## src/rtl/nios2_oci_dct_capture_ctrl.sv

```systemverilog
// nios2_oci_dct_capture_ctrl: packs trace atoms into frames, hands them to the sink, runs the end-of-test flush.
// Optional drop counter is built only when NIOS2_OCI_DCT_DROP_COUNT_EN is defined.
module nios2_oci_dct_capture_ctrl #(
  parameter int ATOM_W    = 2,
  parameter int MAX_ATOMS = 15,
  parameter int DROP_W    = 8,
  localparam int FW = ATOM_W * MAX_ATOMS,
  localparam int CW = $clog2(MAX_ATOMS + 1)
) (
  input  logic              clk,
  input  logic              reset,
  input  logic              atom_valid,
  input  logic [ATOM_W-1:0] atom,
  input  logic              test_ending,
  input  logic              frame_ready,
  output logic              frame_valid,
  output logic [FW-1:0]     dct_buffer,
  output logic [CW-1:0]     dct_count,
  output logic              test_has_ended,
  output logic [DROP_W-1:0] drop_count
);
  typedef enum logic [1:0] {RUN, FLUSH, DONE} state_t;
  state_t state_q, state_d;
  logic [FW-1:0] cbuf_q, cbuf_d, buf_q, buf_d;
  logic [CW-1:0] ccnt_q, ccnt_d, cnt_q, cnt_d;
  logic fv_q, fv_d, ted_q, ted_d;
  logic slot_free, full, run, flush, xfer, accept, fin;
  always_comb begin
    slot_free = !fv_q || frame_ready;
    full      = ccnt_q == CW'(MAX_ATOMS);
    run       = state_q == RUN;
    flush     = state_q == FLUSH;
    xfer      = slot_free && (run ? full : flush && ccnt_q != '0);
    accept    = run && atom_valid && (!full || slot_free);
    fin       = flush && ccnt_q == '0 && slot_free;
    // An atom arriving on a transfer edge starts the next frame
    cbuf_d    = xfer ? (accept ? {{(FW-ATOM_W){1'b0}}, atom} : '0)
                     : (accept ? {cbuf_q[FW-ATOM_W-1:0], atom} : cbuf_q);
    ccnt_d    = xfer ? (accept ? CW'(1) : '0) : (accept ? ccnt_q + CW'(1) : ccnt_q);
    buf_d     = xfer ? cbuf_q : buf_q;
    cnt_d     = xfer ? ccnt_q : cnt_q;
    fv_d      = xfer || (fv_q && !frame_ready);
    state_d   = run ? (test_ending ? FLUSH : RUN) : fin ? DONE : state_q;
    ted_d     = ted_q || fin;
  end
  always_ff @(posedge clk or posedge reset) begin
    if (reset) begin
      state_q <= RUN;
      cbuf_q  <= '0;
      ccnt_q  <= '0;
      buf_q   <= '0;
      cnt_q   <= '0;
      fv_q    <= 1'b0;
      ted_q   <= 1'b0;
    end else begin
      state_q <= state_d;
      cbuf_q  <= cbuf_d;
      ccnt_q  <= ccnt_d;
      buf_q   <= buf_d;
      cnt_q   <= cnt_d;
      fv_q    <= fv_d;
      ted_q   <= ted_d;
    end
  end
  assign frame_valid    = fv_q;
  assign dct_buffer     = buf_q;
  assign dct_count      = cnt_q;
  assign test_has_ended = ted_q;
`ifdef NIOS2_OCI_DCT_DROP_COUNT_EN
  logic drop;
  logic [DROP_W-1:0] drop_q;
  assign drop = atom_valid && !accept;
  always_ff @(posedge clk or posedge reset) begin
    if (reset) drop_q <= '0;
    else if (drop && drop_q != '1) drop_q <= drop_q + DROP_W'(1);
  end
  assign drop_count = drop_q;
`else
  assign drop_count = '0;
`endif
endmodule

```

## config.mk

```make
export PLATFORM = sky130hd
export DESIGN_NAME = nios2_oci_dct_capture_ctrl
export DESIGN_NICKNAME = d
export VERILOG_FILES = /design/src/rtl/nios2_oci_dct_capture_ctrl.sv
export SDC_FILE = /design/constraint.sdc
export NUM_CORES = 1
export LEC_CHECK = 0
export ABC_CLOCK_PERIOD_IN_PS = 4200
export BUFFER_PORTS_ARGS = -buffer_cell sky130_fd_sc_hd__buf_2
export CAP_MARGIN = 0
export CORE_MARGIN = 8
export CORE_UTILIZATION = 40
export CTS_CLUSTER_DIAMETER = 50
export DETAILED_ROUTE_END_ITERATION = 8
export PLACE_DENSITY = 0.64
export SETUP_SLACK_MARGIN = 0.02
export SLEW_MARGIN = 20
export SYNTH_ARGS = -nofsm -noshare
export SYNTH_HDL_FRONTEND = slang
export SYNTH_SLANG_ARGS = --single-unit
```

## constraint.sdc

```tcl
create_clock -name clk -period 4.2 [get_ports clk]
set_input_delay 0 -clock clk [delete_from_list [all_inputs] [get_ports clk]]
set_output_delay 0 -clock clk [all_outputs]
set_load 0.005 [all_outputs]
```

After elaboration in Yosys (flattened, before gate mapping)
Index checks and enable logic that the tools add are counted.
Widths: inputs -> output; s select.
{"block": "word_totals", "reg_bits": 72, "in_bits": 7, "output_inout_bits": 44, "word_cells": 39}
{"block": "op_classes", "addsub": 1, "n_eq_ne": 2, "mux": 10, "reduce_logical": 19}
{"cell": "$mux 30", "n": 2}
{"cell": "$mux 4", "n": 2}
{"cell": "$logic_and 1x1->1", "n": 7}
{"cell": "$mux 2", "n": 3}
{"cell": "$add 4x1->4 const B", "n": 1}
{"cell": "$eq 4x4->1 const B", "n": 1}
{"cell": "$logic_not 4->1", "n": 1}
{"cell": "$logic_or 1x1->1", "n": 4}
{"cell": "$reduce_bool 2->1", "n": 2}
{"cell": "$reduce_bool 4->1", "n": 1}
{"cell": "$logic_not 1->1", "n": 3}
{"cell": "$mux 1", "n": 3}
{"cell": "$eq 2x1->1 const B", "n": 1}
{"cell": "$logic_not 2->1", "n": 1}

Logic depth before layout (Yosys ltp)
Gate-level depths: netlist (run 1).
{"block": "logic_depth", "depth_word": 6, "mapped_depth": 8}

Worst setup path before layout (run 1)
No wires, ideal clock.
{"block": "synth_path", "path_kind": "reg-to-reg", "start": "reg fv_q, in the netlist frame_valid", "end": "reg buf_q[10], in the netlist dct_buffer[10]", "arrival_ns": 1.765, "slack_ns": 2.310, "path_stages_with_launch": 8, "period_less_slack_ns": 1.890, "path_cell_list": "dfrtp_1 -> nor2b_1 -> buf_6 -> or3_1 -> buf_6 -> nor2_8 -> buf_12 -> mux2_4"}
{"block": "synth_via", "elab_chain_cells": 3}
{"item": "from (decl)", "line_no": "26", "text": "logic fv_q, fv_d, ted_q, ted_d;"}
{"item": "from (signal assigned)", "line_no": "61", "text": "fv_q <= fv_d;"}
{"item": "$logic_not 1->1", "line_no": "29", "text": "slot_free = !fv_q || frame_ready;"}
{"item": "$logic_or 1x1->1", "line_no": "29"}
{"item": "$logic_and 1x1->1", "line_no": "33", "text": "xfer = slot_free && (run ? full : flush && ccnt_q != '0);"}
{"item": "to (signal assigned)", "line_no": "59", "text": "buf_q <= buf_d;"}
{"item": "to (decl)", "line_no": "24", "text": "logic [FW-1:0] cbuf_q, cbuf_d, buf_q, buf_d;"}
Every way passes these cells.
A chain may end at the register's enable or synchronous reset.

Worst setup path after layout (run 1)
{"block": "layout_path", "start": "reg ccnt_q[0]", "end": "reg buf_q[28], in the netlist dct_buffer[28]"}
{"block": "layout_via", "elab_chain_cells": 4, "elab_cells_between_ends": 5}
{"item": "from (decl)", "line_no": "25", "text": "logic [CW-1:0] ccnt_q, ccnt_d, cnt_q, cnt_d;"}
{"item": "from (signal assigned)", "line_no": "58", "text": "ccnt_q <= ccnt_d;"}
{"item": "$reduce_bool 4->1", "line_no": "33"}
{"item": "$logic_and 1x1->1", "line_no": "33"}
{"item": "$mux 1 *", "line_no": "33"}
{"item": "$logic_and 1x1->1 *", "line_no": "33"}
Every way passes the cells marked *; elsewhere a longest branch is shown, timed or not.

==> out/results.tsv, run 1 <==
stage	metric	value	unit
die	io_pins	51	
cells_and_area	fin_nets	315	
logic_synthesis	ys_seq_area_frac	0.5744	
route	drc	0	
setup_path	endpoint_kind	register	
sta	rsz0062_at_grt	false	
logic_synthesis	yosysMostFrequentCell	dfrtp_1	
sta	slew_violations	0	
placed_design	portBuffers	42	
setup_path	worstSetupPathType	reg -> reg	
logic_synthesis	ys_top_cells_by_area	dfrtp_1 57%, mux2_4 13%, nand2_1 7.5%	
setup_path	setup.worst_path.start_class	register	
die	rows	32	
cells_and_area	fill_cells	730	
logic_synthesis	synth-main-ff-cell	dfrtp_1	
setup_path	reg2reg_to	dct_buffer[28]	
min_path	holdPathEnd	state_q[1]	
setup_path	reg2reg_slack	1.61	ns
logic_synthesis	syn_area	0.003137	mm²
clocking	cts_tree	done	
cells_and_area	final_layout_size_suffix_gt1_frac	0.3215	
grt	grt_pass1_vias	2040	
die	core_area	0.007647	mm²
pwr	power.density	379.8	mW/mm²
sta	hold_slack	0.04084	ns
sta	setup-tns-final	0	ns
setup_path	cp_data_required_time	4.42	ns
sta	finalHoldViolCount	0	
logic_synthesis	synth_edf_count	0	
logic_synthesis	synth_seq_cells	72	
grt	antenna_found_initial	0	
sta	setup_ws	1.607	ns
placed_design	dpl.hpwl	3.671	mm
clocking	clock_sinks	72	
sta	maxSlewHeadroom	0.3136	
die	die_y	104.6	µm
sta	fmax	385.7	MHz
logic_synthesis	synth.avg_cell_area	11.97	µm²
grt	grt_max_degree	60	
route	wl	5.676	mm
route	first_pass_iters	4	
die	die_x	104.6	µm
die	die_area	0.01093	mm²
min_path	whs_path_depth	3	
sta	timing.final.crit_share	0.6173	
logic_synthesis	async_flop_share	1.000	
placed_design	place_congestion	0.7396	
setup_path	cp_cell_sequence	ha_1, a21oi_1, or3_1, nor2_8, mux2_2	
setup_path	r2r_start	ccnt_q[0]	
route	dr.first_iter.drc_count	45	
route	postRouteAntennaNets	0	
pwr	power.leakage	1.793	nW
setup_path	worstPathArrival	2.81	ns
placed_design	placed_cell_area	0.003323	mm²
grt	grt_util_all_layers	0.1082	
run_status	status	finished clean	
clocking	htreeDepth	3	
setup_path	crit_buf_inv	0	
cells_and_area	diodes	0	
sta	skew	0.007978	ns
sta	min_period	2.593	ns
sta	worst_pin_slew	1.030	ns
sta	finalSetupViolCount	0	
clocking	clockBufferDepth	2	
clocking	numCtsBuffers	9	
logic_synthesis	yosysTopAreaCellShare	0.5744	
clocking	root_buffer	clkbuf_8	
min_path	holdCritStartpoint	frame_ready	
pwr	irDropWorstVdd	0.1831	mV
setup_path	slowest_stage	nor2_8	
logic_synthesis	synth_commonest_cells	72 x dfrtp_1, 63 x nand2_1, 34 x a21oi_1, 28 x mux2_4	
cells_and_area	final_core_util	0.4706	
grt	gr-total-overflow	0	
setup_path	r2r_cells	5	
route	wire_per_inst	13.74	µm
die	start_util	0.4102	
clocking	clkTransAtPathRegs	0.07	ns
min_path	min_path_type	in -> reg	
placed_design	dpl_worst_slack	1.610	ns
setup_path	crit_fanout	59	
logic_synthesis	yosys.area.top_type	dfrtp_1	
job	maxCapViolCount	0	
cells_and_area	syn_to_final_growth	14.72	%
route	vias	1932	
route	vias_per_cell	4.678	
cells_and_area	design_area	0.003598	mm²
logic_synthesis	synth.distinct_cells	33	
setup_path	max_stage_delay	0.85	ns
setup_path	cp_top_family	simple AND/OR/NAND/NOR gates	
logic_synthesis	yosys_warnings	0	
grt	grt_pass1_wl	9.798	mm
clocking	insertion_delay	0.33	ns
logic_synthesis	syn_inst	262	
clocking	cts_resized	0	
-- layout by cell type, fill, tap and decap left out, types with 2 or more instances in the layout --
cell type / instances
dfrtp_1: 72
nand2_1: 63
buf_2: 42
a21oi_1: 34
mux2_4: 28
clkbuf_8: 9
o21ai_0: 8
conb_1: 8
mux2_2: 5
dlygate4sd3_1: 4
inv_1: 3
nor2_1: 3
bufinv_16: 3
buf_4: 3
nor2b_1: 2
ha_1: 2
clkinv_2: 2
-- cell families after synthesis --
logic type / count (synthesis) / share of synthesized area
simple gates: 78 / 0.1085
flops: 72 / 0.5744
compound gates: 47 / 0.08137
mux: 34 / 0.1552
buf+inv: 27 / 0.06861
fa+ha+maj: 2 / 0.007976
other cells: 1 / 0.001196
xor+xnor: 1 / 0.002793
-- power breakdown --
part           total [mW]  internal, mW  switching (mW)
clock network       0.644         0.393           0.251
logic              0.0254       0.00702          0.0184
registers           0.697         0.695         0.00230
-- worst max path at each step --
stage / start / to / cells after the start
after CTS: ccnt_q[0] / dct_buffer[29] / 5
after floorplan: frame_valid / dct_buffer[10] / 7
after global placement: ccnt_q[1] / dct_buffer[29] / 5
after global routing: ccnt_q[1] / dct_buffer[29] / 5
final: ccnt_q[0] / dct_buffer[28] / 5
after detailed placement: ccnt_q[0] / dct_buffer[26] / 5
-- metal layers --
metal	wire length, µm	GRT usage	share of wire
met5	0	0	0
met4	62	0.05274	0.011
met3	314	0.03440	0.055
met2	2598	0.1598	0.46
met1	2700	0.1404	0.48
-- sequential cells by signal (all words and copies together), names as in the netlist --
name	cells
cbuf_q	30
dct_buffer	30
test_has_ended	1
frame_valid	1
dct_count	4
ccnt_q	4
state_q	2
-- layout make-up --
class                      instances  area, µm²  share of cell area
sequential                        72       1802              0.5007
multi-input combinational        170       1146              0.3185
timing repair buffer              49      272.8             0.07580
clock buffer                      10      127.6             0.03547
tap                              102      127.6             0.03547
clock inverter                     6      107.6             0.02990
inverter                           4      15.01            0.004172
-- repair_timing --
item | 4_1_cts | 5_1_grt
setup buffers | 0 | 0
endpoints found under the hold margin | 35 | 0
hold buffers | 4 | 0
-- through the flow --
stage,total power [mW],cells
after floorplan,0.7302,269
after global placement,0.7334,393
after detailed placement,0.7343,393
after CTS,1.382,413
after global routing,1.414,413
final,1.367,413
-- tightest hold or removal path, delay by kind of cell --
family / cells / cell delay [ns]
buffers and inverters: 1 / 0.08
AND/OR/NAND/NOR: 1 / 0.10
AO/OA/AOI/OAI: 1 / 0.15
No activity file was read; power rests on OpenSTA's default activity.
==> inputs of run 2 (changes only) <==
--- a/config.mk
+++ b/config.mk
@@ -5,7 +5,7 @@
 export SDC_FILE = /design/constraint.sdc
 export NUM_CORES = 1
 export LEC_CHECK = 0
-export ABC_CLOCK_PERIOD_IN_PS = 4200
+export ABC_CLOCK_PERIOD_IN_PS = 2600
 export BUFFER_PORTS_ARGS = -buffer_cell sky130_fd_sc_hd__buf_2
 export CAP_MARGIN = 0
 export CORE_MARGIN = 8
==> constraint.sdc (replaced) <==
create_clock -name clk -period 2.6 [get_ports clk]
set_input_delay 0 -clock clk [delete_from_list [all_inputs] [get_ports clk]]
set_output_delay 0 -clock clk [all_outputs]
set_load 0.005 [all_outputs]
==> run 2 against run 1 <==
  * Cell count increased by 0.97%
  * Sequential share of layout area is 0.55 points lower
  * Count of clock-buffer cells in the layout is 1 higher
  * Wire length grew 2.4%
  * Worst hold slack better by 0.080 ns
  * Non-clock buffer count increased by 4
  * Power up 57%
  * Critical endpoint is now dct_buffer[7]
  * Combinational power increased by 70%
  * Cell area is 1.1% higher
  * Largest power group unchanged
  * Critical path depth increased by 1
  * First-iteration DRC count increased by 120%
  * Clock skew up 0.0047 ns
==> out/results.tsv, run 2 (same netlist as run 1, synthesis figures left out) <==
stage	metric	value	unit	change
grt	grt_util_all_layers	0.1126		+0.004437
clocking	htreeDepth	3		unchanged
sta	rsz0062_at_grt	false		
route	wire_per_inst	13.93	µm	+1.4%
setup_path	worstPathArrival	2.45	ns	-0.36 ns
run_status	status	finished clean		
placed_design	place_congestion	0.7690		+4.0%
grt	grt_pass1_wl	10.01	mm	+2.1%
sta	setup-tns-final	0	ns	unchanged
cells_and_area	fill_cells	715		-2.1%
sta	worst_pin_slew	0.7191	ns	-0.3105 ns
pwr	irDropWorstVdd	0.2842	mV	+55%
grt	antenna_found_initial	0		unchanged
setup_path	r2r_cells	6		+1
setup_path	reg2reg_slack	0.37	ns	-1.24 ns
sta	timing.final.crit_share	0.8574		+0.2401
die	die_x	104.6	µm	unchanged
die	die_area	0.01093	mm²	unchanged
min_path	min_path_type	in -> reg		
sta	min_period	2.229	ns	-0.3633 ns
setup_path	cp_data_required_time	2.82	ns	-1.60 ns
route	postRouteAntennaNets	0		unchanged
setup_path	cp-endpoint	dct_buffer[7]		
grt	grt_pass1_vias	1979		-3.0%
sta	fmax	448.6	MHz	+16%
clocking	clkTransAtPathRegs	0.07	ns	about the same
sta	maxSlewHeadroom	0.5199		+0.2063
clocking	cts_resized	0		unchanged
setup_path	cp_cell_sequence	ha_1, a21oi_1, or3_1, nor2_8, buf_4, mux2_4		
sta	finalHoldViolCount	0		unchanged
route	wl	5.810	mm	+2.4%
clocking	cts_tree	done		
cells_and_area	fin_nets	319		+1.3%
job	maxCapViolCount	0		unchanged
die	die_y	104.6	µm	unchanged
route	vias	1942		+0.52%
setup_path	r2r_start	ccnt_q[0]		
setup_path	slowest_stage	or3_1		
cells_and_area	final_cell_mix	72 x dfrtp_1, 63 x nand2_1, 42 x buf_2, 34 x a21oi_1, 28 x mux2_4		
cells_and_area	final_core_util	0.4758		+0.005235
pwr	power.density	591.1	mW/mm²	+56%
die	start_util	0.4102		unchanged
grt	gr-total-overflow	0		unchanged
pwr	power.total	2.151	mW	+57%
setup_path	max_stage_delay	0.46	ns	-0.39 ns
clocking	root_buffer	clkbuf_8		
route	drc	0		unchanged
pwr	power.leakage	1.819	nW	+1.5%
route	vias_per_cell	4.657		-0.45%
clocking	numCtsBuffers	9		unchanged
sta	skew	0.01271	ns	+0.004732 ns
grt	grt_max_degree	40		-33%
placed_design	dpl.hpwl	3.819	mm	+4.0%
route	first_pass_iters	4		unchanged
die	rows	32		unchanged
sta	finalSetupViolCount	0		unchanged
cells_and_area	syn_to_final_growth	16.00	%	
sta	slew_violations	0		unchanged
cells_and_area	diodes	0		unchanged
die	core_area	0.007647	mm²	unchanged
clocking	insertion_delay	0.34	ns	about the same
setup_path	reg2reg_to	dct_buffer[7]		
setup_path	setup.worst_path.start_class	register		
clocking	clockBufferDepth	2		unchanged
setup_path	worstSetupPathType	reg -> reg		
clocking	clock_sinks	72		unchanged
setup_path	crit_fanout	19		-68%
route	dr.first_iter.drc_count	97		+120%
die	io_pins	51		unchanged
cells_and_area	layout_commonest_cell	dfrtp_1		
cells_and_area	final_layout_size_suffix_gt1_frac	0.3302		+0.008615
setup_path	crit_start	ccnt_q[0]		
setup_path	endpoint_kind	register		
placed_design	portBuffers	42		unchanged
[run 2: cell count changes in the layout (fill, tap and decap cells not counted), sizes merged]
cell,change
buf,+4
bufinv,-1
clkbuf,+1
clkinvlp,-1
inv,+1
[run 2: through the flow]
stage	worst slack, ns	cells	area (µm²)	hold WS (ns)
after detailed placement	0.3788	397	3378	0.1625
final	0.3707	417	3638	0.1205
after floorplan	0.7103	269	3163	0.1168
after CTS	0.3751	417	3638	0.09860
after global placement	0.4184	397	3378	0.1574
after global routing	0.2624	417	3638	0.1396
[run 2: area by class of cell]
cell class	instances	area [µm²]	share of cell area
inverter	4	15.01	0.004127
clock buffer	11	141.4	0.03886
clock inverter	5	78.83	0.02166
timing repair buffer	53	327.8	0.09010
multi-input combinational	170	1146	0.3150
tap	102	127.6	0.03508
sequential	72	1802	0.4952
[run 2: where the power goes]
part,internal (mW),total (mW),switching (mW)
Combinational,0.0134,0.0433,0.0300
Sequential,1.12,1.13,0.00373
Clock,0.567,0.982,0.414
Total,1.70,2.15,0.448
[run 2: worst min path at each step]
stage / endpoint / slack [ns] / start / cells after the start
floorplan: cbuf_q[0] / 0.12 / atom[0] / 2
global placement: dct_buffer[17] / 0.16 / reset / 2
detailed placement: dct_buffer[16] / 0.16 / reset / 2
CTS: state_q[1] / 0.1 / frame_ready / 4
global route: frame_valid / 0.14 / frame_ready / 4
finish: state_q[1] / 0.12 / frame_ready / 4
[run 2: what timing repair did]
| action | in CTS | in global routing |
|---|---|---|
| hold buffers | 4 | 0 |
| setup buffers | 0 | 0 |
| hold endpoints to repair | 36 | 0 |
[run 2: worst max-delay path, delay by kind of cell, from the launching register on]
kind | cells | cell delay [ns]
AO/OA/AOI/OAI | 1 | 0.09
adder cells (fa/ha/maj) | 1 | 0.23
flip-flops | 1 | 0.40
multiplexers | 1 | 0.33
AND/OR/NAND/NOR | 2 | 0.72
buffers and inverters | 1 | 0.33
[run 2: routing by layer]
metal  up-vias  wire length (µm)  GRT usage  part of all wire
met1       937              2795     0.1433              0.48
met2        42              2603     0.1667              0.45
li1        954                 -          -                 -
met4         0               101    0.05895             0.017
met3         9               309    0.03747             0.053
met5         -                 0          0                 0
==> inputs of run 3 (changes only) <==
--- a/config.mk
+++ b/config.mk
@@ -9,10 +9,11 @@
 export BUFFER_PORTS_ARGS = -buffer_cell sky130_fd_sc_hd__buf_2
 export CAP_MARGIN = 0
 export CORE_MARGIN = 8
-export CORE_UTILIZATION = 40
+export CORE_UTILIZATION = 55
 export CTS_CLUSTER_DIAMETER = 50
 export DETAILED_ROUTE_END_ITERATION = 8
-export PLACE_DENSITY = 0.64
+export PLACE_DENSITY = 0.82
+export REMOVE_ABC_BUFFERS = 1
 export SETUP_SLACK_MARGIN = 0.02
 export SLEW_MARGIN = 20
 export SYNTH_ARGS = -nofsm -noshare
==> run 3 against run 2 <==
  * Sequential share of layout area rose by 1.0 points
  * Critical path depth is the same
  * Wire length rose by 0.74%
  * Worst hold slack worse by 0.069 ns
  * Sequential power hardly changed
  * First-iteration DRC count increased by 20%
  * Critical endpoint is now dct_buffer[27]
==> out/results.tsv, run 3 (same netlist as run 1, synthesis figures left out) <==
stage	metric	value	unit	change
run_status	status	finished clean		
sta	setup_ws	0.3227	ns	-0.04801 ns
placed_design	dpl_worst_slack	0.3682	ns	-0.01060 ns
placed_design	dpl.hpwl	3.740	mm	-2.1%
setup_path	crit_fanout	41		+22
pwr	irDropWorstVdd	0.3064	mV	+7.8%
cells_and_area	diodes	0		unchanged
route	vias	1983		+2.1%
grt	grt_pass1_vias	1973		-0.30%
setup_path	worstSetupPathType	reg -> reg		
cells_and_area	final_layout_size_suffix_gt1_frac	0.3312		+0.001051
sta	min_period	2.277	ns	+0.04801 ns
cells_and_area	final-seq-area	0.001802	mm²	unchanged
setup_path	cp_data_required_time	2.83	ns	about the same
grt	grt_pass1_wl	9.846	mm	-1.6%
clocking	insertion_delay	0.35	ns	about the same
cells_and_area	stdcell_count	386		-7.4%
sta	rsz0062_at_grt	false		
min_path	min_path_type	in -> async		
clocking	clkTransAtPathRegs	0.08	ns	about the same
cells_and_area	fin_nets	318		-0.31%
pwr	power.leakage	1.791	nW	-1.6%
sta	skew	0.01085	ns	-0.001855 ns
sta	finalSetupViolCount	0		unchanged
setup_path	endpoint_kind	register		
placed_design	placed_cells	366		-7.8%
sta	worst_pin_slew	0.6218	ns	-0.09722 ns
cells_and_area	final_core_util	0.6474		+0.1716
grt	grt_util_all_layers	0.1473		+0.03469
cells_and_area	final_cell_mix	72 x dfrtp_1, 63 x nand2_1, 42 x buf_2, 34 x a21oi_1, 28 x mux2_4		
setup_path	setup.worst_path.start_class	register		
cells_and_area	syn_to_final_growth	13.64	%	
die	io_pins	51		unchanged
grt	antenna_found_initial	0		unchanged
die	die_y	91.52	µm	-12%
clocking	cts_resized	0		unchanged
clocking	clockBufferDepth	2		unchanged
clocking	post_cts_buffers	0		unchanged
sta	hold_slack	0.05168	ns	-0.06880 ns
die	core_area	0.005507	mm²	-28%
pwr	power.density	576.6	mW/mm²	-2.5%
route	first_pass_iters	4		unchanged
clocking	htreeDepth	3		unchanged
die	start_util	0.5696		+0.1595
route	postRouteAntennaNets	0		unchanged
sta	setup-tns-final	0	ns	unchanged
grt	gr-total-overflow	0		unchanged
die	rows	27		-16%
sta	timing.final.crit_share	0.8759		+0.01846
grt	grt_max_degree	43		+7.5%
route	wire_per_inst	15.16	µm	+8.8%
clocking	cts_tree	done		
sta	fmax	439.1	MHz	-2.1%
setup_path	worstPathArrival	2.51	ns	+0.06 ns
placed_design	place_congestion	0.7989		+3.9%
die	die_area	0.008376	mm²	-23%
cells_and_area	layout_commonest_cell	dfrtp_1		
sta	finalHoldViolCount	0		unchanged
placed_design	portBuffers	42		unchanged
die	die_x	91.52	µm	-12%
clocking	numCtsBuffers	9		unchanged
clocking	clock_sinks	72		unchanged
sta	slew_violations	0		unchanged
sta	maxSlewHeadroom	0.5854		+0.06551
route	vias_per_cell	5.137		+10%
cells_and_area	multi_input_area	0.001146	mm²	unchanged
route	wl	5.853	mm	+0.74%
job	maxCapViolCount	0		unchanged
cells_and_area	fill_cells	417		-42%
route	drc	0		unchanged
clocking	root_buffer	clkbuf_8		
route	dr.first_iter.drc_count	116		+20%
[run 3: changes by cell type in the layout (fill, tap and decap cells not counted), sizes merged]
cell	previous run	this run
buf	49	48
bufinv	2	1
clkbuf	11	9
clkinv	2	3
clkinvlp	0	2
[run 3: worst paths after layout]
| path | startpoint | end | slack [ns] | cells past startpoint |
|---|---|---|---|---|
| max in group asynchronous | reset | dct_buffer[25] | 1.86 | 4 |
| worst min register to register | test_has_ended | test_has_ended | 0.48 | 1 |
| min in group clk | frame_ready | state_q[1] | 0.11 | 4 |
| worst max register to register | ccnt_q[1] | dct_buffer[27] | 0.32 | 6 |
| worst min-delay path | reset | cbuf_q[5] | 0.05 | 3 |
| worst max-delay path | ccnt_q[1] | dct_buffer[27] | 0.32 | 6 |
[run 3: where the power goes]
group	total, mW	switching (mW)	internal [mW]
clock	0.888	0.438	0.451
sequential	1.13	0.00390	1.12
combinational	0.0412	0.0288	0.0124
total	2.06	0.471	1.58
[run 3: metrics by stage]
| step | area (µm²) | power [mW] |
|---|---|---|
| detailed placement | 3321 | 1.186 |
| global placement | 3321 | 1.185 |
| finish | 3565 | 2.055 |
| CTS | 3565 | 2.077 |
| global route | 3565 | 2.146 |
| floorplan | 2963 | 1.171 |
[run 3: final cells by class]
class,instances,area share
flip-flops and latches,72,0.5054
multi-input cells,170,0.3215
repair buffers,52,0.08635
clock buffers,9,0.03475
well taps,72,0.02527
clock inverters,7,0.02246
inverters,4,0.004212
[run 3: timing repair]
| action | 4_1_cts | 5_1_grt |
|---|---|---|
| hold endpoints to repair | 75 | 0 |
| endpoints found under the setup margin | 0 | 0 |
| hold buffers | 4 | 0 |
[run 3: critical path, stage by stage, from the launching register on]
cell	delay [ns]
dfrtp_1	0.42
ha_1	0.24
a21oi_1	0.11
or3_1	0.48
nor2_8	0.27
buf_12	0.27
mux2_2	0.36
[run 3: layer usage]
layer,vias to the layer above,track usage,wire (µm)
li1,956,-,-
met1,963,0.1836,2607
met2,54,0.2233,2786
met3,10,0.05679,366
met4,0,0.06139,92
met5,-,0,0
